==> config.mk <==
export PLATFORM = sky130hd
export DESIGN_NAME = keypad_event_encoder_flat
export DESIGN_NICKNAME = d
export VERILOG_FILES = /design/src/rtl/keypad_event_encoder_if.sv /design/src/rtl/keypad_event_encoder.sv /design/src/flat_wrapper.sv
export SDC_FILE = /design/constraint.sdc
export NUM_CORES = 1
export LEC_CHECK = 0
export ABC_AREA = 1
export CORE_MARGIN = 2
export CORE_UTILIZATION = 46
export DETAILED_ROUTE_END_ITERATION = 10
export PLACE_DENSITY_LB_ADDON = 0.25
export SLEW_MARGIN = 25
export SYNTH_ARGS = -nofsm -noshare
export SYNTH_HDL_FRONTEND = slang
export SYNTH_SLANG_ARGS = --single-unit
==> constraint.sdc <==
create_clock -name clk -period 4.3 [get_ports clk]
set_input_delay 0.43 -clock clk [delete_from_list [all_inputs] [get_ports clk]]
set_output_delay 0.43 -clock clk [all_outputs]
set_load 0.03 [all_outputs]
==> src/rtl/keypad_event_encoder_if.sv <==
// Key event handshake between the keypad encoder and the calculator core.
// The producer drives the head event; the consumer drives evt_ready.
interface keypad_event_encoder_if #(
    parameter int CODE_W = 4
);
    logic              evt_valid;
    logic              evt_ready;
    logic [CODE_W-1:0] evt_code;
    logic              evt_shift;

    modport master (
        output evt_valid,
        output evt_code,
        output evt_shift,
        input  evt_ready
    );

    modport slave (
        input  evt_valid,
        input  evt_code,
        input  evt_shift,
        output evt_ready
    );
endinterface

==> src/rtl/keypad_event_encoder.sv <==
// Keypad front end: synchronise and debounce digit and shift switches,
// encode presses with a one-shot shift modifier, queue them in a FIFO.
module keypad_event_encoder #(
    parameter int NUM_KEYS        = 10,
    parameter int DEBOUNCE_CYCLES = 4,
    parameter int FIFO_DEPTH      = 4,
    localparam int CODE_W = $clog2(NUM_KEYS),
    localparam int PTR_W  = $clog2(FIFO_DEPTH)
) (
    input  logic                clk,
    input  logic                rst,
    input  logic [NUM_KEYS-1:0] key_in,
    input  logic                shift_in,
    keypad_event_encoder_if.master evt,
    output logic [PTR_W:0]      fifo_count,
    output logic                shift_armed,
    output logic                overflow
);

    localparam int NIN   = NUM_KEYS + 1;
    localparam int CNT_W =
        (DEBOUNCE_CYCLES > 1) ? $clog2(DEBOUNCE_CYCLES) : 1;
    localparam logic [CNT_W-1:0] CNT_MAX =
        CNT_W'(DEBOUNCE_CYCLES - 1);
    localparam logic [PTR_W:0] FULL_CNT =
        (PTR_W + 1)'(FIFO_DEPTH);

    // Bit NUM_KEYS of every input vector is the shift switch.
    logic [NIN-1:0]   sync1_q;
    logic [NIN-1:0]   sync2_q;
    logic [NIN-1:0]   db_q;
    logic [NIN-1:0]   db_d;
    logic [NIN-1:0]   rise;
    logic [CNT_W-1:0] cnt_q [NIN];
    logic [CNT_W-1:0] cnt_d [NIN];

    logic              armed_q;
    logic              armed_d;
    logic              armed_t;
    logic              dig_hit;
    logic [CODE_W-1:0] dig_code;

    logic [CODE_W-1:0] mem_code_q [FIFO_DEPTH];
    logic [FIFO_DEPTH-1:0] mem_shift_q;
    logic [PTR_W-1:0]  wr_ptr_q;
    logic [PTR_W-1:0]  wr_ptr_d;
    logic [PTR_W-1:0]  rd_ptr_q;
    logic [PTR_W-1:0]  rd_ptr_d;
    logic [PTR_W:0]    count_q;
    logic [PTR_W:0]    count_d;
    logic              ovf_q;
    logic              ovf_d;
    logic              valid;
    logic              full;
    logic              pop;
    logic              push;
    logic              push_ok;
    logic              evt_shift_in;

    always_ff @(posedge clk) begin
        if (rst) begin
            sync1_q <= '0;
            sync2_q <= '0;
        end else begin
            sync1_q <= {shift_in, key_in};
            sync2_q <= sync1_q;
        end
    end

    always_comb begin
        db_d = db_q;
        for (int i = 0; i < NIN; i++) begin
            cnt_d[i] = '0;
            if (sync2_q[i] != db_q[i]) begin
                if (cnt_q[i] == CNT_MAX) begin
                    db_d[i] = sync2_q[i];
                end else begin
                    cnt_d[i] = cnt_q[i] + 1'b1;
                end
            end
        end
        rise = db_d & ~db_q;
    end

    always_ff @(posedge clk) begin
        if (rst) begin
            db_q <= '0;
            for (int i = 0; i < NIN; i++) begin
                cnt_q[i] <= '0;
            end
        end else begin
            db_q <= db_d;
            for (int i = 0; i < NIN; i++) begin
                cnt_q[i] <= cnt_d[i];
            end
        end
    end

    // Lowest index wins when several digits rise together.
    always_comb begin
        dig_hit  = 1'b0;
        dig_code = '0;
        for (int i = NUM_KEYS - 1; i >= 0; i--) begin
            if (rise[i]) begin
                dig_hit  = 1'b1;
                dig_code = CODE_W'(i);
            end
        end
    end

    always_comb begin
        armed_t      = armed_q ^ rise[NUM_KEYS];
        armed_d      = dig_hit ? 1'b0 : armed_t;
        evt_shift_in = armed_t;
    end

    assign valid   = (count_q != '0);
    assign full    = (count_q == FULL_CNT);
    assign pop     = valid & evt.evt_ready;
    assign push    = dig_hit;
    assign push_ok = push & (~full | pop);

    always_comb begin
        wr_ptr_d = wr_ptr_q;
        rd_ptr_d = rd_ptr_q;
        count_d  = count_q;
        ovf_d    = ovf_q;
        if (push_ok) begin
            wr_ptr_d = wr_ptr_q + 1'b1;
        end
        if (pop) begin
            rd_ptr_d = rd_ptr_q + 1'b1;
        end
        unique case ({push_ok, pop})
            2'b10:   count_d = count_q + 1'b1;
            2'b01:   count_d = count_q - 1'b1;
            default: count_d = count_q;
        endcase
        if (push & ~push_ok) begin
            ovf_d = 1'b1;
        end
    end

    always_ff @(posedge clk) begin
        if (rst) begin
            armed_q  <= 1'b0;
            wr_ptr_q <= '0;
            rd_ptr_q <= '0;
            count_q  <= '0;
            ovf_q    <= 1'b0;
        end else begin
            armed_q  <= armed_d;
            wr_ptr_q <= wr_ptr_d;
            rd_ptr_q <= rd_ptr_d;
            count_q  <= count_d;
            ovf_q    <= ovf_d;
        end
    end

    // Storage needs no reset: the head is masked while the queue is empty.
    always_ff @(posedge clk) begin
        if (push_ok) begin
            mem_code_q[wr_ptr_q]  <= dig_code;
            mem_shift_q[wr_ptr_q] <= evt_shift_in;
        end
    end

    assign evt.evt_valid = valid;
    assign evt.evt_code  = valid ? mem_code_q[rd_ptr_q] : '0;
    assign evt.evt_shift = valid & mem_shift_q[rd_ptr_q];
    assign fifo_count    = count_q;
    assign shift_armed   = armed_q;
    assign overflow      = ovf_q;

endmodule

==> src/flat_wrapper.sv <==
// flat-port wrapper written by rule: the top's interface ports become plain ports
module keypad_event_encoder_flat 
#(
    parameter int NUM_KEYS        = 10,
    parameter int DEBOUNCE_CYCLES = 4,
    parameter int FIFO_DEPTH      = 4,
    localparam int CODE_W = $clog2(NUM_KEYS),
    localparam int PTR_W  = $clog2(FIFO_DEPTH)
)
  (clk, rst, key_in, shift_in, fifo_count, shift_armed, overflow, evt_evt_valid, evt_evt_code, evt_evt_shift, evt_evt_ready);
  keypad_event_encoder_if #(.CODE_W(4)) evt_i ();
  input  logic clk;
  input  logic rst;
  input  logic [NUM_KEYS-1:0] key_in;
  input  logic shift_in;
  output logic [PTR_W:0] fifo_count;
  output logic shift_armed;
  output logic overflow;
  output wire logic [$bits(evt_i.evt_valid)-1:0] evt_evt_valid;
  output wire logic [$bits(evt_i.evt_code)-1:0] evt_evt_code;
  output wire logic [$bits(evt_i.evt_shift)-1:0] evt_evt_shift;
  input wire logic [$bits(evt_i.evt_ready)-1:0] evt_evt_ready;
  assign evt_evt_valid = evt_i.evt_valid;
  assign evt_evt_code = evt_i.evt_code;
  assign evt_evt_shift = evt_i.evt_shift;
  assign evt_i.evt_ready = evt_evt_ready;
  keypad_event_encoder #(.NUM_KEYS(NUM_KEYS), .DEBOUNCE_CYCLES(DEBOUNCE_CYCLES), .FIFO_DEPTH(FIFO_DEPTH)) u_core (.clk(clk), .rst(rst), .key_in(key_in), .shift_in(shift_in), .evt(evt_i), .fifo_count(fifo_count), .shift_armed(shift_armed), .overflow(overflow));
endmodule
; Word level (Yosys, flattened, before mapping)
; Memory sizes are Yosys's and may differ from the RTL's. A register that Yosys moved wholly into a read port is not among the register bits.
; Index checks and enable logic that the tools add are counted.
[totals]
ff_bits = 46
ramBits = 38
inputBits = 14
output_inout_bits = 11
memories = 2
[classes]
add_sub_neg = 15
n_lt_le_gt_ge = 3
n_eq_ne = 25
n_mux = 89
bitwise_logic = 21
reduce_logical = 4
[memory_table]
columns = name, depth, width, read_ports, rd_ports_with_merged_regs, write_ports, line
row1 = u_core.cnt_q, 11, 2, 11, 0, 11, keypad_event_encoder.sv:34  ; logic [CNT_W-1:0] cnt_q [NIN];
row2 = u_core.mem_code_q, 4, 4, 1, 1, 1, keypad_event_encoder.sv:43  ; logic [CODE_W-1:0] mem_code_q [FIFO_DEPTH];
[op_table]
columns = op, n
row1 = 2-to-1 mux 2 bit, 35
row2 = 2-to-1 mux 4 bit, 11
row3 = 2-to-1 mux 1 bit, 39
row4 = adder 2 x 1 -> 2 bit (second input constant), 13
row5 = == test 2 bit (second input constant), 12
row6 = OR 1 bit, 12
row7 = AND 11 bit, 1
row8 = inequality test 1 bit, 11
row9 = NOT 11 bit, 1
row10 = < comparator 2 x 3 -> 1 bit (second input constant), 2
row11 = one-hot mux 3 bit (2 select lines), 1
row12 = AND 1 bit, 4
row13 = bitwise mux 4 bit, 1
row14 = adder 3 x 1 -> 3 bit (second input constant), 1
row15 = == test 3 bit (second input constant), 1
row16 = nonzero test 3 bit, 1
row17 = subtractor 3 x 1 -> 3 bit (second input constant), 1
row18 = binary-select mux 1 bit (select 2 bit), 1
row19 = demux 1 bit (select 2 bit), 1
row20 = == test 2 x 1 -> 1 bit (second input constant), 1
row21 = >= comparator 2 x 1 -> 1 bit (second input constant), 1
row22 = NOT 1 bit, 2
row23 = nonzero test 2 bit, 1
row24 = OR reduction 2 bit, 1
row25 = 2 further kinds, 2

; Longest topological paths before layout
; Gate-level depths: netlist of run 1.
[depth]
depth_word = 17
mapped_depth = 14
ltp_nobuf = 14

; Least setup slack after synthesis of run 1
; No wires, ideal clock.
[synth_timing]
path_kind = reg-to-reg
start = reg u_core.count_q[0], in the netlist u_core.fifo_count[0]
end = reg u_core.count_q[2], in the netlist u_core.fifo_count[2]
setup_ns = 0.122
arrival_ns = 2.172
required_ns = 4.178
slack_ns = 2.006
stages_incl_launch_ff = 12
path_buffers = 0
period_less_slack_ns = 2.294
cell_sequence = dfxtp_1 -> nor2_1 -> nand2_1 -> inv_1 -> nor2_4 -> ha_1 -> inv_1 -> fa_1 -> a21oi_1 -> o21ai_0 -> o21ai_0 -> a21oi_1
[synth_via]
elab_chain_cells = 6
elab_cells_between_ends = 12
[synth_rtl]
columns = element, line
row1 = from (decl), keypad_event_encoder.sv:49  ; logic [PTR_W:0] count_q;
row2 = from (signal assigned), keypad_event_encoder.sv:155  ; count_q <= count_d;
row3 = nonzero test 3 bit (*), keypad_event_encoder.sv:117  ; assign valid = (count_q != '0);
row4 = net evt_evt_valid, flat_wrapper.sv:19  ; output wire logic [$bits(evt_i.evt_valid)-1:0] evt_evt_valid;
row5 = AND 1 bit (*), keypad_event_encoder.sv:119  ; assign pop = valid & evt.evt_ready;
row6 = net u_core.pop, keypad_event_encoder.sv:55  ; logic pop;
row7 = OR 1 bit, keypad_event_encoder.sv:121  ; assign push_ok = push & (~full | pop);
row8 = AND 1 bit, keypad_event_encoder.sv:121
row9 = == test 2 x 1 -> 1 bit or == test 2 bit (tied branches), keypad_event_encoder.sv:134  ; unique case ({push_ok, pop})
row10 = one-hot mux 3 bit (2 select lines) or nonzero test 2 bit (tied branches), -
; Mark *: on every way through the listed nets, which the timed path passes. The rest lies on a longest branch.
; A chain may end at the register's enable or synchronous reset.

==> reports/summary.txt, run 1 <==
leakage - 1.65 nW
global-route wire length before repair - 9230 µm
Post-DP HPWL - 3830 µm
Area contributors post-synth - dfxtp_1 (38%), edfxtp_1 (17%), nor2_1 (9.9%)
Final Hold Viols - 0
R2R depth - 13
Max clock buf depth - 2
worst hold stages - 2
clock share of power - 35.8%
Layout Nets - 435
chip width - 90.6 µm
IO Pins - 25
# hold bufs at CTS - 0
P_int - 1.23 mW
Core Area - 0.00725 mm²
max_cap viols - 0
async set-reset flop share out of synthesis - 0%
Resized cells post-CTS - 0
hold endpoint - u_core.sync2_q[7]
CTS tree - yes
fmax - 414 MHz
Critical Path AT - 2650 ps
CTS Buf Count - 9
Wirelength per Cell - 10.6 µm
via count - 2331
Area Growth Syn to Fin - 16.1%
Final setup viols - 0
Final Wtd Congestion - 0.741
initial antenna violation count - 0
Reg-to-Reg Start - u_core.cnt_q[0][14]
RSZ-0062 raised after global routing - no
required time of the critical path - 4530 ps
first-pass iteration count of the detailed router - 4
postcts setup bufs - 0
WL final - 5380 µm
H-tree levels - 3
Antenna Nets Post-Route - 0
Hold Path Origin - u_core.sync1_q[7]
Die Height - 90.6 µm
Post-Place Cell Area - 0.00379 mm²
synth warn - 0
initial DRC count - 88
Period minus WS final - 2420 ps
total power divided by cell area - 405 mW/mm²
flop-to-flop setup slack - 1880 ps
Avg Vias per Cell - 4.59
capture point of the worst reg-to-reg path - u_core.fifo_count[2]
Worst Setup Start Kind - register
GRT overflow - 0
sequential share of power - 53.0%
clock sink count - 86
area share of the largest cell type after synthesis - 38.3%
most frequent cell after synthesis - nor2_1
Die Area - 0.00820 mm²
register area share after synthesis - 55.8%
worst hold path type - reg2reg
fin crit share - 56.2%
vias in the first global route - 2200
DRC viols - 0
leading area contributor after synthesis - dfxtp_1
Yosys reg bits - 86
Slew headroom - 57.8%
post-synth cell types - 28
clock latency on the worst-skew pair - 350 ps
# rows - 31
Worst Skew - 7.65 ps
post-route cell area - 0.00400 mm²
setup_tns - 0 ps
Critical Path End Type - register
PortBufs - 24
GRT Total Usage - 14.2%
Mapped Cells - 374
Crit Path Category - reg2reg
mapped cell area - 0.00345 mm²
CP Max Fanout - 7
net count after synthesis - 405
ANT cells - 0
Syn Area/Cell - 9.22 µm²
ratio of cells with drive above 1 in the final layout - 10.3%
effective utilization at floorplan - 47.5%
Commonest cells post-synth - nor2_1 (91), dfxtp_1 (66), inv_1 (63)
largest net degree at the start of global routing - 39
combinational power share - 11.1%
run status - complete, no violations
Worst-Margin Slew - 632 ps
Post-synth EDFFs - 20
IR drop worst, VDD - 194 µV
Final Max Tran Viols - 0
sw power - 390 µW
CTS clk-pin slew, worst paths - 80 ps
Root Driver - clkbuf_8
Post-synth top flop - dfxtp_1
sw frac - 24.1%
==> layer usage <==
layer  wire length, µm  global-route usage [%]
met5                 0                       0
met4               101                    7.31
met1              2570                    16.1
met3               179                    3.76
met2              2540                    24.4
==> power by group through the flow <==
stage | Sequential (mW) | Clock, mW | Combinational (mW)
after detailed placement | 0.879 | 0 | 0.181
after floorplan | 0.880 | 0 | 0.107
after global placement | 0.878 | 0 | 0.180
after global routing | 0.864 | 0.631 | 0.195
after CTS | 0.860 | 0.603 | 0.182
final | 0.860 | 0.581 | 0.181
==> kinds of logic (layout without fill, tap and decap cells) <==
family,after synthesis,in the layout,share of synthesized area [%]
fa+ha+maj,17,17,6.39
compound gates,65,65,11.2
simple gates,132,132,18.4
xor+xnor,1,1,0.254
buf+inv,73,108,8.06
flops,86,86,55.8
==> layout by cell type, fill, tap and decap left out, types with 2 or more instances in the layout <==
| cell type | n |
|---|---|
| nand2_4 | 3 |
| o211ai_1 | 10 |
| a21oi_2 | 2 |
| nand3_2 | 6 |
| a211oi_1 | 4 |
| o21ai_0 | 15 |
| clkbuf_8 | 10 |
| nor2_1 | 91 |
| nand2_1 | 14 |
| a21oi_1 | 31 |
| clkbuf_1 | 2 |
| ha_1 | 16 |
| nand2_2 | 5 |
| nor2_4 | 3 |
| inv_2 | 4 |
| clkinv_2 | 2 |
| dfxtp_1 | 66 |
| nand3_1 | 6 |
| clkdlybuf4s50_1 | 24 |
| edfxtp_1 | 20 |
| inv_1 | 63 |
==> sequential cells by signal, summed over array words and instances (netlist names), named ones only <==
name                cells
u_core.sync1_q         11
u_core.db_q            11
u_core.mem_code_q      16
u_core.overflow         1
u_core.rd_ptr_q         2
u_core.wr_ptr_q         2
u_core.shift_armed      1
u_core.cnt_q           22
u_core.fifo_count       3
u_core.sync2_q         11
u_core.mem_shift_q      4
==> through the flow <==
step	std cells	hold WS (ps)	setup WS, ps	power (mW)	util [%]
2_1_floorplan	374	388	2010	0.987	-
6_report	508	400	1880	1.62	55.2
5_1_grt	508	412	1730	1.69	55.2
3_5_place_dp	492	395	1770	1.06	52.3
3_3_place_gp	492	390	1870	1.06	52.3
4_1_cts	508	405	1890	1.64	55.2
==> worst max-delay path: stages, from the launching register on <==
cell     delay (ps)
dfxtp_1         320
ha_1            250
nand3_2         110
nand2_2          90
nor2_4          140
nand3_4         110
nand2_4         130
ha_1            150
inv_1            60
fa_1            380
a21oi_1         140
o21ai_0         130
o21ai_0         220
a21oi_1          60
==> layout make-up <==
type | count | area (µm²)
Fill cell | 646 | 3250
Sequential cell | 86 | 1920
Multi-Input combinational cell | 215 | 1250
Inverter | 67 | 251
Timing Repair Buffer | 25 | 248
Clock buffer | 13 | 170
Tap cell | 99 | 124
Clock inverter | 3 | 40.0
==> worst max path at each step <==
stage | startpoint | end | slack [ps] | depth (start not counted)
floorplan | u_core.fifo_count[0] | u_core.fifo_count[2] | 2010 | 11
finish | u_core.cnt_q[0][14] | u_core.fifo_count[2] | 1880 | 13
global route | u_core.cnt_q[0][14] | u_core.fifo_count[2] | 1730 | 13
CTS | u_core.cnt_q[0][14] | u_core.fifo_count[2] | 1890 | 13
global placement | evt_evt_ready | u_core.fifo_count[2] | 1870 | 11
detailed placement | evt_evt_ready | u_core.fifo_count[2] | 1770 | 11
Note: power is estimated with default switching activity, not from simulation.
==> run 2: changes to the inputs <==
clock period = 1.9 ns   (was 4.3 ns; I/O delays follow)
==> run 2 against run 1 <==
Compared with the run above: the run now ends with negative setup slack left; fmax increased by 19%; wire length is 11% higher; die area stayed put; non-clock buffer count is 34 higher; sequential share of layout area fell by 3.8 points; register-to-register slack worse by 2000 ps; sequential cell count is the same; clock-buffer cell count increased by 3; clock skew grew 2.2 ps; design area up 9.8%; largest power group unchanged.
==> reports/summary.txt, run 2 (synthesis gave the netlist of run 1 again) <==
Worst Setup Start Kind - register
Root Driver - clkbuf_8
Critical Path AT - 2270 ps
# rows - 31
final hold slack - 355 ps
Avg Vias per Cell - 4.60
Final setup viols - 1
H-tree levels - 3
commonest non-fill, non-tap cell in the layout - nor2_1
clock sink count - 86
initial antenna violation count - 0
GRT Total Usage - 15.6%
DRC viols - 0
via count - 2491
Max clock buf depth - 2
utilization after layout - 60.6%
clock latency on the worst-skew pair - 350 ps
Crit Path Category - reg2reg
Core Area - 0.00725 mm²
worst hold path type - in2reg
ratio of cells with drive above 1 in the final layout - 24.4%
run status - finished, violations left
IR drop worst, VDD - 526 µV
Post-DP HPWL - 4210 µm
largest net degree at the start of global routing - 26
max_cap viols - 0
ANT cells - 0
leakage - 1.81 nW
DR WL met3 - 182 µm
first-pass iteration count of the detailed router - 4
PortBufs - 24
Antenna Nets Post-Route - 0
Slew headroom - 69.4%
Layout Nets - 469
fmax - 492 MHz
failing checks - negative setup slack
Reg with most FFs - u_core.cnt_q
vias in the first global route - 2422
WL final - 5970 µm
Period minus WS final - 2030 ps
Worst Skew - 9.81 ps
chip width - 90.6 µm
biggest regs - u_core.cnt_q x22, u_core.mem_code_q x16
Die Area - 0.00820 mm²
global-route wire length before repair - 10200 µm
Final Wtd Congestion - 0.705
setup ws final - -133 ps
IO Pins - 25
CTS tree - yes
setup_tns - -133 ps
Final Max Tran Viols - 0
fin crit share - 107%
commonest non-fill, non-tap cells in the layout - nor2_1 (89), inv_1 (62), dfxtp_1 (50)
Worst-Margin Slew - 456 ps
Critical Path End Type - register
CTS Buf Count - 9
Placed Instances - 518
initial DRC count - 87
total power divided by cell area - 806 mW/mm²
GRT overflow - 0
required time of the critical path - 2140 ps
CP Max Fanout - 2
Final Hold Viols - 0
Post-Place Cell Area - 0.00402 mm²
Wirelength per Cell - 11.0 µm
final std cells w/o fill - 542
CTS clk-pin slew, worst paths - 80 ps
top layer in use - met4
effective utilization at floorplan - 47.5%
max reg flops - 22
Met2 Wirelength - 2890 µm
RSZ-0062 raised after global routing - yes
WL met1 - 2750 µm
Die Height - 90.6 µm
post-route cell area - 0.00440 mm²
Area Growth Syn to Fin - 27.5%
==> run 2: cell count changes in the layout (fill, tap and decap cells not counted), moves of 3 or more <==
cell,change
clkbuf_1,+3
dfxtp_1,-16
buf_4,+34
dlygate4sd2_1,+3
ha_1,-11
clkdlybuf4s50_1,-5
dfxtp_2,+15
ha_2,+4
ha_4,+7
==> run 2: power breakdown <==
| group | switching, mW | internal [mW] | total, mW |
|---|---|---|---|
| Combinational | 0.259 | 0.161 | 0.420 |
| Clock | 0.576 | 0.595 | 1.17 |
| Sequential | 0.0457 | 1.91 | 1.95 |
| Total | 0.880 | 2.66 | 3.54 |
==> run 2: worst paths after layout <==
kind                        from                   end  slack [ps]  cells past startpoint
min                    key_in[8]     u_core.sync1_q[8]         350                      3
min reg2reg    u_core.sync1_q[2]     u_core.sync2_q[2]         400                      2
max          u_core.cnt_q[0][14]  u_core.fifo_count[2]        -130                     13
max reg2reg  u_core.cnt_q[0][14]  u_core.fifo_count[2]        -130                     13
==> run 2: metrics by stage <==
stage               power (mW)  worst slack (ps)
global route              3.70              -239
detailed placement        2.43              -171
finish                    3.54              -133
global placement          2.42             -72.8
floorplan                 2.24             -87.6
CTS                       3.58              -164
==> run 2: per-layer routing <==
| layer | global-route usage (%) | vias to the layer above |
|---|---|---|
| li1 | - | 1320 |
| met1 | 17.6 | 1115 |
| met2 | 27.4 | 43 |
| met3 | 3.34 | 13 |
| met4 | 8.46 | 0 |
| met5 | 0 | - |
==> run 2: worst max-delay path, stage by stage, from the launching register on <==
cell and delay, ps:
dfxtp_4 360, ha_4 170, nand3_4 100, nand2_4 60
nor2_4 130, nand3_4 100, nand2_4 100, ha_4 120
inv_2 30, fa_2 350, a21oi_2 140, o21ai_2 80
o21ai_1 130, a21oi_1 50
==> run 2: cell type report <==
type                       count  area, µm²
fill                         624       2860
sequential                    86       1940
multi-input combinational    215       1400
timing repair buffer          59        499
inverter                      67        251
clock buffer                  16        181
tap                           99        124
==> run 2: what timing repair did <==
| item | 4_1_cts | 5_1_grt |
|---|---|---|
| gates cloned | 0 | 0 |
| setup buffers | 4 | 4 |
| pin swaps | 10 | 12 |
| hold buffers | 0 | 0 |
| endpoints found under the setup margin | 6 | 7 |
| resized for setup | 17 | 22 |
==> run 3: changes to the inputs <==
--- a/config.mk
+++ b/config.mk
@@ -10,4 +10,5 @@
 export CORE_UTILIZATION = 46
 export DETAILED_ROUTE_END_ITERATION = 10
+export GPL_TIMING_DRIVEN = 1
 export PLACE_DENSITY_LB_ADDON = 0.25
 export SLEW_MARGIN = 25
==> constraint.sdc (replaced) <==
create_clock -name clk -period 1.9 [get_ports clk]
set_input_delay 0.19 -clock clk [delete_from_list [all_inputs] [get_ports clk]]
set_output_delay 0.19 -clock clk [all_outputs]
set_load 0.02 [all_outputs]
==> run 3 against run 2 <==
Compared with the run above: worst hold slack lost 3.9 ps; largest cell class unchanged; the flow still finishes with violations (negative setup slack); clock power grew 9%; core utilization shrank 0.45 points; design area shrank 0.74%; die area is the same; global-route usage shrank 0.72 points.
==> reports/summary.txt, run 3 (synthesis gave the netlist of run 1 again) <==
run status - finished, violations left
failing checks - negative setup slack
GRT Total Usage - 14.9%
leakage - 1.82 nW
CTS tree - yes
Root Driver - clkbuf_8
initial DRC count - 64
R2R depth - 13
GRT overflow - 0
effective utilization at floorplan - 47.5%
# rows - 31
setup ws final - -126 ps
required time of the critical path - 2140 ps
Final setup viols - 1
max_cap viols - 0
via count - 2451
combinational power share - 10.9%
fmax - 494 MHz
H-tree levels - 3
Worst Setup Start Kind - register
PortBufs - 24
max reg flops - 22
CTS clk-pin slew, worst paths - 80 ps
commonest non-fill, non-tap cells in the layout - nor2_1 (90), dfxtp_1 (63), inv_1 (62)
fin crit share - 107%
Avg Vias per Cell - 4.55
Reg with most FFs - u_core.cnt_q
chip width - 90.6 µm
largest net degree at the start of global routing - 23
post-route cell area - 0.00436 mm²
CTS Buf Count - 9
Post-DP HPWL - 4210 µm
IO Pins - 25
Worst Skew - 10.1 ps
first-pass iteration count of the detailed router - 4
biggest regs - u_core.cnt_q x22, u_core.mem_code_q x16
ANT cells - 0
sequential share of power - 53.7%
Critical Path AT - 2260 ps
ratio of cells with drive above 1 in the final layout - 22.0%
# hold bufs at CTS - 0
utilization after layout - 60.2%
global-route wire length before repair - 9860 µm
final std cells w/o fill - 539
total power divided by cell area - 832 mW/mm²
Placed Instances - 518
Die Height - 90.6 µm
clock share of power - 35.4%
sw power - 858 µW
worst hold path type - in2reg
Slew headroom - 62.0%
Max clock buf depth - 2
CP Max Fanout - 2
Worst-Margin Slew - 565 ps
clock latency on the worst-skew pair - 340 ps
final hold slack - 351 ps
Crit Path Category - reg2reg
Period minus WS final - 2030 ps
Critical Path End Type - register
total power - 3.63 mW
worst hold stages - 3
RSZ-0062 raised after global routing - yes
clock sink count - 86
Final Max Tran Viols - 0
sw frac - 23.6%
IR drop worst, VDD - 480 µV
Antenna Nets Post-Route - 0
Core Area - 0.00725 mm²
Final Hold Viols - 0
P_int - 2.77 mW
vias in the first global route - 2298
Area Growth Syn to Fin - 26.6%
Die Area - 0.00820 mm²
commonest non-fill, non-tap cell in the layout - nor2_1
Wirelength per Cell - 10.5 µm
Post-Place Cell Area - 0.00402 mm²
Final Wtd Congestion - 0.703
WL final - 5690 µm
initial antenna violation count - 0
DRC viols - 0
Layout Nets - 467
-- run 3: final cells by class --
cell class | instances | area, µm²
fill | 643 | 2890
sequential | 86 | 1930
multi-input combinational | 215 | 1370
tap | 99 | 124
inverter | 67 | 251
clock buffer | 13 | 201
timing repair buffer | 57 | 482
clock inverter | 2 | 10.0
-- run 3: worst max-delay path, stage by stage (launching register included) --
cell and delay, ps:
dfxtp_1 330, ha_4 170, nand2_4 70, nor2_4 40, a31oi_4 180, nand3_4 110, nand2_4 100, ha_4 130
inv_2 40, fa_2 350, a21oi_2 150, o21ai_2 80, o21ai_1 120, a21oi_1 50
-- run 3: power groups by stage --
| stage | logic (mW) | clock network, mW | registers (mW) |
|---|---|---|---|
| finish | 0.395 | 1.28 | 1.95 |
| floorplan | 0.213 | 0 | 1.99 |
| global placement | 0.398 | 0 | 1.99 |
| CTS | 0.391 | 1.33 | 1.95 |
| detailed placement | 0.407 | 0 | 1.99 |
| global route | 0.436 | 1.41 | 1.96 |
-- run 3: what timing repair did --
item                                   4_1_cts  5_1_grt
gates resized for setup                     14        8
pin swaps                                    7       14
buffers inserted                             3        3
endpoints found under the hold margin        0        0
setup endpoints to repair                    7        2
-- run 3: metal layers --
metal | GRT usage [%] | up-vias | wire [µm]
met5 | 0 | - | 0
li1 | - | 1315 | -
met4 | 5.38 | 0 | 81
met2 | 25.7 | 28 | 2800
met1 | 17.4 | 1099 | 2620
met3 | 4.51 | 9 | 184
-- run 3: worst paths after layout --
kind	start	end	slack (ps)
setup / recovery	u_core.cnt_q[0][19]	u_core.fifo_count[2]	-130
hold / removal	key_in[8]	u_core.sync1_q[8]	350
setup reg to reg	u_core.cnt_q[0][19]	u_core.fifo_count[2]	-130
hold reg to reg	u_core.sync1_q[10]	u_core.sync2_q[10]	400
-- run 3: through the flow --
stage               worst slack (ps)  setup TNS (ps)
floorplan                      -85.5           -85.5
global placement               -72.2           -72.2
detailed placement              -158            -161
CTS                             -144            -144
global route                    -248            -299
finish                          -126            -126
